[src/rtl/frame_writer.sv]
// Packs an 8-bit pixel stream into 32-bit words, buffers them and issues
// single-word SDRAM writes on a linear, wrapping frame address.
module frame_writer #(
  parameter int          FRAME_WORDS = 96000,
  parameter logic [21:0] BASE_ADDR   = 22'd0,
  parameter int          FIFO_DEPTH  = 8,
  parameter logic [1:0]  CMD_NOP     = 2'd0,
  parameter logic [1:0]  CMD_WRITE   = 2'd2
) (
  input  logic        i_Clk,
  input  logic        i_Rst_N,
  input  logic        i_Begin,
  input  logic [7:0]  i_Pixel,
  input  logic        i_Pixel_Valid,
  input  logic        i_Frame_Start,
  output logic        o_Pixel_Ready,
  input  logic        i_Data_Write_Done,
  output logic [1:0]  o_Command,
  output logic [21:0] o_Data_Address,
  output logic [31:0] o_Data_Write,
  output logic        o_Frame_Done,
  output logic        o_Busy
);

  localparam int PTR_W = $clog2(FIFO_DEPTH);
  localparam int CNT_W = PTR_W + 1;
  localparam logic [21:0]      LAST_ADDR = BASE_ADDR + 22'(FRAME_WORDS - 1);
  localparam logic [CNT_W-1:0] FULL_CNT  = CNT_W'(FIFO_DEPTH);

  typedef enum logic [1:0] {S_IDLE, S_WAIT, S_WRITE} state_t;
  state_t state;

  logic [1:0]       byte_cnt;
  logic [23:0]      pack_bytes;
  logic             pack_tag;
  logic [32:0]      fifo_mem [FIFO_DEPTH];
  logic [PTR_W-1:0] wr_idx;
  logic [PTR_W-1:0] rd_idx;
  logic [CNT_W-1:0] fifo_cnt;
  logic [CNT_W-1:0] fifo_cnt_next;
  logic             not_full_q;
  logic [21:0]      wr_ptr;

  logic        xfer;
  logic        push;
  logic        pop;
  logic [1:0]  eff_cnt;
  logic        word_tag;
  logic [32:0] push_entry;
  logic [32:0] head;

  // Handshake: a pixel moves on a rising edge where i_Pixel_Valid and
  // o_Pixel_Ready are both high; neither side may make valid depend on ready.
  always_comb begin
    xfer       = i_Pixel_Valid && o_Pixel_Ready;
    // A frame-start pixel restarts the group, dropping any partial bytes.
    eff_cnt    = i_Frame_Start ? 2'd0 : byte_cnt;
    word_tag   = i_Frame_Start || ((eff_cnt != 2'd0) && pack_tag);
    push       = xfer && (eff_cnt == 2'd3);
    pop        = (state == S_WAIT) && (fifo_cnt != '0);
    push_entry = {word_tag, i_Pixel, pack_bytes};
    head       = fifo_mem[rd_idx];
    fifo_cnt_next = fifo_cnt;
    if (push && !pop)      fifo_cnt_next = fifo_cnt + 1'b1;
    else if (!push && pop) fifo_cnt_next = fifo_cnt - 1'b1;
  end

  assign o_Pixel_Ready = i_Begin && not_full_q;
  assign o_Busy        = (fifo_cnt != '0) || (byte_cnt != 2'd0) || (state == S_WRITE);

  always_ff @(posedge i_Clk or negedge i_Rst_N) begin
    if (!i_Rst_N) begin
      byte_cnt   <= 2'd0;
      pack_bytes <= 24'd0;
      pack_tag   <= 1'b0;
    end else if (xfer) begin
      if (eff_cnt == 2'd3) begin
        byte_cnt <= 2'd0;
      end else begin
        byte_cnt <= eff_cnt + 2'd1;
        pack_tag <= word_tag;
        case (eff_cnt)
          2'd0:    pack_bytes[7:0]   <= i_Pixel;
          2'd1:    pack_bytes[15:8]  <= i_Pixel;
          default: pack_bytes[23:16] <= i_Pixel;
        endcase
      end
    end
  end

  always_ff @(posedge i_Clk) begin
    if (push) fifo_mem[wr_idx] <= push_entry;
  end

  always_ff @(posedge i_Clk or negedge i_Rst_N) begin
    if (!i_Rst_N) begin
      wr_idx     <= '0;
      rd_idx     <= '0;
      fifo_cnt   <= '0;
      not_full_q <= 1'b0;
    end else begin
      if (push) wr_idx <= wr_idx + 1'b1;
      if (pop)  rd_idx <= rd_idx + 1'b1;
      fifo_cnt   <= fifo_cnt_next;
      not_full_q <= (fifo_cnt_next != FULL_CNT);
    end
  end

  always_ff @(posedge i_Clk or negedge i_Rst_N) begin
    if (!i_Rst_N) begin
      state          <= S_IDLE;
      o_Command      <= CMD_NOP;
      o_Data_Address <= BASE_ADDR;
      o_Data_Write   <= 32'd0;
      o_Frame_Done   <= 1'b0;
      wr_ptr         <= BASE_ADDR;
    end else begin
      o_Frame_Done <= 1'b0;
      case (state)
        S_IDLE: begin
          o_Command <= CMD_NOP;
          if (i_Begin) state <= S_WAIT;
        end
        S_WAIT: begin
          if (pop) begin
            o_Data_Write   <= head[31:0];
            o_Data_Address <= head[32] ? BASE_ADDR : wr_ptr;
            o_Command      <= CMD_WRITE;
            state          <= S_WRITE;
          end else if (!i_Begin) begin
            state <= S_IDLE;
          end
        end
        S_WRITE: begin
          if (i_Data_Write_Done) begin
            o_Command <= CMD_NOP;
            state     <= S_WAIT;
            if (o_Data_Address == LAST_ADDR) begin
              wr_ptr       <= BASE_ADDR;
              o_Frame_Done <= 1'b1;
            end else begin
              wr_ptr <= o_Data_Address + 22'd1;
            end
          end
        end
        default: state <= S_IDLE;
      endcase
    end
  end

endmodule

[config.mk]
export PLATFORM = sky130hd
export DESIGN_NAME = frame_writer
export DESIGN_NICKNAME = d
export VERILOG_FILES = /design/src/rtl/frame_writer.sv
export SDC_FILE = /design/constraint.sdc
export NUM_CORES = 1
export LEC_CHECK = 0
export CORE_MARGIN = 4
export CORE_UTILIZATION = 55
export CTS_BUF_LIST = sky130_fd_sc_hd__clkbuf_4
export CTS_CLUSTER_DIAMETER = 50
export CTS_CLUSTER_SIZE = 12
export DETAILED_ROUTE_END_ITERATION = 16
export GPL_TIMING_DRIVEN = 0
export PLACE_DENSITY = 0.74
export RECOVER_POWER = 50
export SLEW_MARGIN = 25
export SYNTH_ARGS = -nofsm -noshare
export SYNTH_HDL_FRONTEND = slang
export SYNTH_SLANG_ARGS = --single-unit
[constraint.sdc]
create_clock -name i_Clk -period 6.16 [get_ports i_Clk]
set_input_delay 1.232 -clock i_Clk [delete_from_list [all_inputs] [get_ports i_Clk]]
set_output_delay 1.232 -clock i_Clk [all_outputs]
set_load 0.03 [all_outputs]
==> results of run 1 <==
## per-layer routing
layer	vias to the layer above	track usage, %	part of all wire (%)
li1	3524	-	-
met1	4105	31.5	44
met2	219	35.9	50
met3	35	3.06	4.8
met4	0	4.72	1.5
met5	-	0	0
## critical path: stages (launching register included)
cell and delay (ns):
dfrtp_1 0.45, inv_1 0.08, ha_1 0.15, or3b_1 0.34
clkbuf_1 0.18, or4_1 0.51, clkdlybuf4s50_1 0.61
## flip-flops by register name, indices dropped and copies added, names as in the netlist
signal          cells
state               2
o_Data_Write       32
not_full_q          1
o_Frame_Done        1
pack_tag            1
fifo_mem          264
rd_idx              3
fifo_cnt            4
pack_bytes         24
o_Command           1
wr_ptr             22
wr_idx              3
o_Data_Address     22
byte_cnt            2
## layout make-up
cell class	instances	area [um^2]	area share, %
Sequential cell	382	10900	64.5
Multi-Input combinational cell	399	3740	22.2
Timing Repair Buffer	104	1030	6.12
Clock buffer	61	458	2.72
Tap cell	335	419	2.49
Buffer	40	173	1.02
Clock inverter	10	105	0.623
Inverter	12	45.0	0.267
Antenna cell	1	2.50	0.0148
## stage by stage
step,instances,instance area (um^2),setup slack (ns),hold slack (ns)
6_report,1344,16900,1.95,0.491
5_1_grt,1344,16900,1.75,0.515
4_1_cts,1343,16900,1.92,0.434
3_5_place_dp,1272,16300,1.66,0.470
3_3_place_gp,1239,15900,-3.45,0.461
2_1_floorplan,833,14800,0.580,0.450
## logic make-up after synthesis
kind of cell	Yosys count	share of synthesized area [%]
flops	382	73.5
simple gates	146	4.68
mux	125	14.2
compound gates	92	3.80
buf+inv	52	1.50
xor+xnor	26	1.54
fa+ha+maj	9	0.760
other cells	1	0.0253
## power by group
| part | switching, uW | internal [uW] |
|---|---|---|
| combinational | 1150 | 895 |
| sequential | 297 | 3190 |
| clock | 792 | 543 |
## worst paths after layout
kind	end	slack, ns	cells after the start
max in group asynchronous	pack_bytes[10]	2.56	1
hold reg to reg	o_Data_Write[18]	0.49	2
hold / removal	o_Data_Write[18]	0.49	2
setup / recovery	o_Busy	1.95	6
min in group asynchronous	fifo_cnt[2]	1.68	1
setup reg to reg	fifo_mem[4][12]	3.08	9
## Yosys cell counts, types with 6 or more instances
master    count  area share (%)
nor2b_1       6            0.25
nor3_1        7            0.24
mux2_2       26             2.0
nand4_1      12            0.51
xor2_1       12            0.71
mux4_2       66              10
nor4_1        6            0.25
clkbuf_1     18            0.46
edfxtp_1    264              54
o21ai_0      57             1.9
inv_1        12            0.30
dfrtp_1     118              20
buf_2        13            0.44
mux2i_1      33             2.2
buf_1         7            0.18
nand2_1      81             2.1
a22o_1       20             1.2
xnor2_1      14            0.83
nor2_1       11            0.28
ha_1          9            0.76
==> results.json, run 1 <==
{
  "p_per_area_nw_per_um2": 407,
  "grt_overflow_total": 0,
  "cts_tree": "yes",
  "numCtsBuffers": 39,
  "setup_viol": 0,
  "clockBufferDepth": 3,
  "antenna_found_initial": 2,
  "ir_drop_mv": 0.272,
  "fin_crit_sh_pct": 68.4,
  "post-dp-hpwl_um": 20300,
  "grt_pass1_vias": 7943,
  "start_util_pct": 56.4,
  "period_minus_slack_ns": 4.21,
  "synth_area_per_cell_um2": 17.8,
  "grt_pass1_wl_um": 48100,
  "power_uw": 6870,
  "crit_required_ns": 4.93,
  "grt_max_degree": 67,
  "worstPathArrival_ns": 2.98,
  "cts_repair_resize_count": 0,
  "synthArstFlopShare_pct": 30.9,
  "status": "complete, but fails checks",
  "worst_pin_slew_ns": 3.40,
  "path_clk_slew_ns": 0.11,
  "startpoint": "fifo_cnt[0]",
  "port_buffers": 71,
  "area_delta_synth_final_pct": 13.8,
  "hp-class": "reg -> reg",
  "rsz0062_at_grt": "false",
  "nets": 1001,
  "wl_per_cell_um": 23.2,
  "max_freq_mhz": 237,
  "final_cell_mix": "264 x edfxtp_1, 118 x dfrtp_1, 81 x nand2_1, 66 x mux4_2, 61 x clkbuf_4",
  "synth_warnings": 0,
  "setup_tns_ns": 0,
  "die_w_um": 172,
  "drt_drc_violations_left": 0,
  "crit_fanout": 7,
  "drive_gt1_share_pct": 21.3,
  "gp_congestion": 0.788,
  "final_common_cell": "edfxtp_1",
  "critPathKind": "reg -> out",
  "synth_nets": 856,
  "synth_edf_count": 264,
  "post_cts_buffers": 0,
  "first_pass_iters": 5,
  "max_slew_margin_pct": -127,
  "viasPerCell": 5.87,
  "violations": "max-capacitance violations, max-slew violations",
  "final_core_util_pct": 64.1,
  "drt-total-wl_um": 31200,
  "die_area_um2": 29600,
  "synthCells": 833,
  "maxCapViolations": 1,
  "first_iter_violations": 788,
  "cts_sinks": 382,
  "r2r-start": "byte_cnt[0]",
  "via_count": 7883,
  "hold_start": "o_Data_Write[18]",
  "fill_cells": 1874,
  "start_kind": "register",
  "track_usage_pct": 21.7,
  "synth_top_flop_cell": "edfxtp_1",
  "rows": 59,
  "ys_seq_area_share_pct": 73.5,
  "htreeDepth": 2,
  "finClkSkew_ns": 0.0435,
  "yosysUniqueCellTypes": 42,
  "p_leak_uw": 0.00603,
  "syn_area_um2": 14800,
  "core-area_um2": 26300,
  "slew_violations": 53,
  "die_height_um": 172,
  "endpoint_kind": "output port",
  "clock_latency_ns": 0.70,
  "synth-seq-cells": 382,
  "io_pins": 73,
  "hold_buffers": 0,
  "finalHoldViolCount": 0,
  "cts_root_buf": "clkbuf_4",
  "antenna_left": 0
}
(Power assumes the default switching activity.)
==> run 2: changes to the inputs <==
PLACE_DENSITY = 0.77   (was 0.74)
clock period = 3.8 ns   (was 6.16 ns; I/O delays follow)
==> run 2 against run 1 <==
  * The run still ends with max-capacitance violations, max-slew violations left
  * Largest power group unchanged
  * Critical endpoint is now fifo_mem[0][19]
  * Count of clock-buffer cells in the layout is the same
  * Hold slack is essentially flat
  * Design area grew 0.30%
  * Flip-flop and latch count is the same
  * Combinational power grew 63%
  * Global-route usage shrank 0.098 points
==> results.json, run 2 (synthesis gave the netlist of run 1 again) <==
{
  "status": "complete, but fails checks",
  "violations": "max-capacitance violations, max-slew violations",
  "grt_max_degree": 75,
  "worst_pin_slew_ns": 2.58,
  "slew_violations": 45,
  "hold_start": "o_Data_Write[30]",
  "gp_congestion": 0.850,
  "worst_slack_ns": 0.378,
  "finClkSkew_ns": 0.0542,
  "start_kind": "input pin",
  "endpoint_kind": "register",
  "antenna_found_initial": 1,
  "fin_crit_sh_pct": 90.1,
  "final_cell_mix": "264 x edfxtp_1, 118 x dfrtp_1, 81 x nand2_1, 66 x mux4_2, 61 x clkbuf_4",
  "cts_sinks": 382,
  "r2r_slack_ns": 0.65,
  "largestRegisters": "fifo_mem (264), o_Data_Write (32), pack_bytes (24)",
  "p_per_area_nw_per_um2": 657,
  "ir_drop_mv": 0.444,
  "die_height_um": 172,
  "drt_drc_violations_left": 0,
  "clock_latency_ns": 0.70,
  "area_delta_synth_final_pct": 14.2,
  "crit_required_ns": 4.20,
  "numCtsBuffers": 38,
  "clockBufferDepth": 3,
  "first_pass_iters": 5,
  "final_core_util_pct": 64.3,
  "setup_viol": 0,
  "r2r-start": "byte_cnt[0]",
  "htreeDepth": 2,
  "period_minus_slack_ns": 3.42,
  "post_dp_cell_area_um2": 16400,
  "startpoint": "i_Frame_Start",
  "antenna_left": 0,
  "nets": 996,
  "final_common_cell": "edfxtp_1",
  "viasPerCell": 5.94,
  "start_util_pct": 56.4,
  "port_buffers": 71,
  "wl_per_cell_um": 23.2,
  "first_iter_violations": 901,
  "die_w_um": 172,
  "grt_pass1_wl_um": 47900,
  "hp-class": "reg -> reg",
  "cts_root_buf": "clkbuf_4",
  "grt_overflow_total": 0,
  "cp-endpoint": "fifo_mem[0][19]",
  "drive_gt1_share_pct": 20.9,
  "p_leak_uw": 0.00602,
  "r2r_cells": 7,
  "finalHoldViolCount": 0,
  "rsz0062_at_grt": "false",
  "top_register": "fifo_mem",
  "pre_cts_ws_ns": -0.00965,
  "path_clk_slew_ns": 0.12,
  "setup_tns_ns": 0,
  "rows": 59,
  "critPathKind": "in -> reg",
  "die_area_um2": 29600,
  "hold_ws_ns": 0.491,
  "max_freq_mhz": 292,
  "largest_register_ffs": 264,
  "fin_area_um2": 16900,
  "io_pins": 73,
  "worstPathArrival_ns": 3.82,
  "via_count": 7937,
  "core-area_um2": 26300,
  "drt-total-wl_um": 31000,
  "post-dp-hpwl_um": 20500,
  "r2r-end": "fifo_mem[0][19]",
  "crit_fanout": 9,
  "grt_pass1_vias": 8065,
  "cts_tree": "yes",
  "maxCapViolations": 1,
  "track_usage_pct": 21.6,
  "max_slew_margin_pct": -71.8
}
run 2: cell types whose count changed in the layout (fill, tap and decap cells not counted), moves of 2 or more:
| cell | previous run | this run |
|---|---|---|
| buf_16 | 2 | 5 |
| buf_6 | 8 | 11 |
| buf_2 | 14 | 11 |
| buf_4 | 18 | 12 |
| clkbuf_1 | 23 | 21 |
run 2: layout make-up:
cell class | instances | area (um^2)
tap | 335 | 419
multi-input combinational | 399 | 3760
fill | 1818 | 9370
antenna | 1 | 2.50
buffer | 40 | 175
sequential | 382 | 10900
clock inverter | 6 | 80.1
inverter | 12 | 45.0
timing repair buffer | 100 | 1080
clock buffer | 61 | 458
run 2: critical path, cell delays in order:
cell and delay (ns):
dlygate4sd3_1 0.58, nor2b_1 0.27, ha_1 0.25, nand4_1 0.48, nor4_4 0.70, buf_4 0.32, buf_4 0.24, buf_4 0.21
run 2: repair_timing:
action / 4_1_cts / 5_1_grt
hold buffers: 1 / 0
endpoints found under the hold margin: 44 / 0
endpoints found under the setup margin: 0 / 1
setup buffers: 0 / 0
gates resized for setup: 0 / 1
run 2: worst min path at each step:
stage / endpoint / depth (start not counted)
after floorplan: wr_ptr[9] / 2
after global placement: wr_ptr[11] / 2
after detailed placement: o_Data_Write[12] / 2
after CTS: o_Data_Write[12] / 2
after global routing: o_Data_Write[17] / 2
final: o_Data_Write[30] / 2
run 2: report_power, final:
group / switching [uW] / internal [uW]
Clock: 1250 / 867
Sequential: 495 / 5180
Combinational: 1860 / 1460
Total: 3610 / 7500
run 2: through the flow:
step,cells,power [uW]
after floorplan,833,7880
final,1336,11100
after global routing,1336,11700
after CTS,1335,11200
after global placement,1239,9000
after detailed placement,1267,9140
run 2: metal layers:
| metal | global-route usage (%) | vias up | wire length, um |
|---|---|---|---|
| li1 | - | 3514 | - |
| met1 | 31.7 | 4073 | 13300 |
| met2 | 34.2 | 288 | 14800 |
| met3 | 2.95 | 60 | 2010 |
| met4 | 7.07 | 2 | 893 |
| met5 | 1.84 | - | 71 |
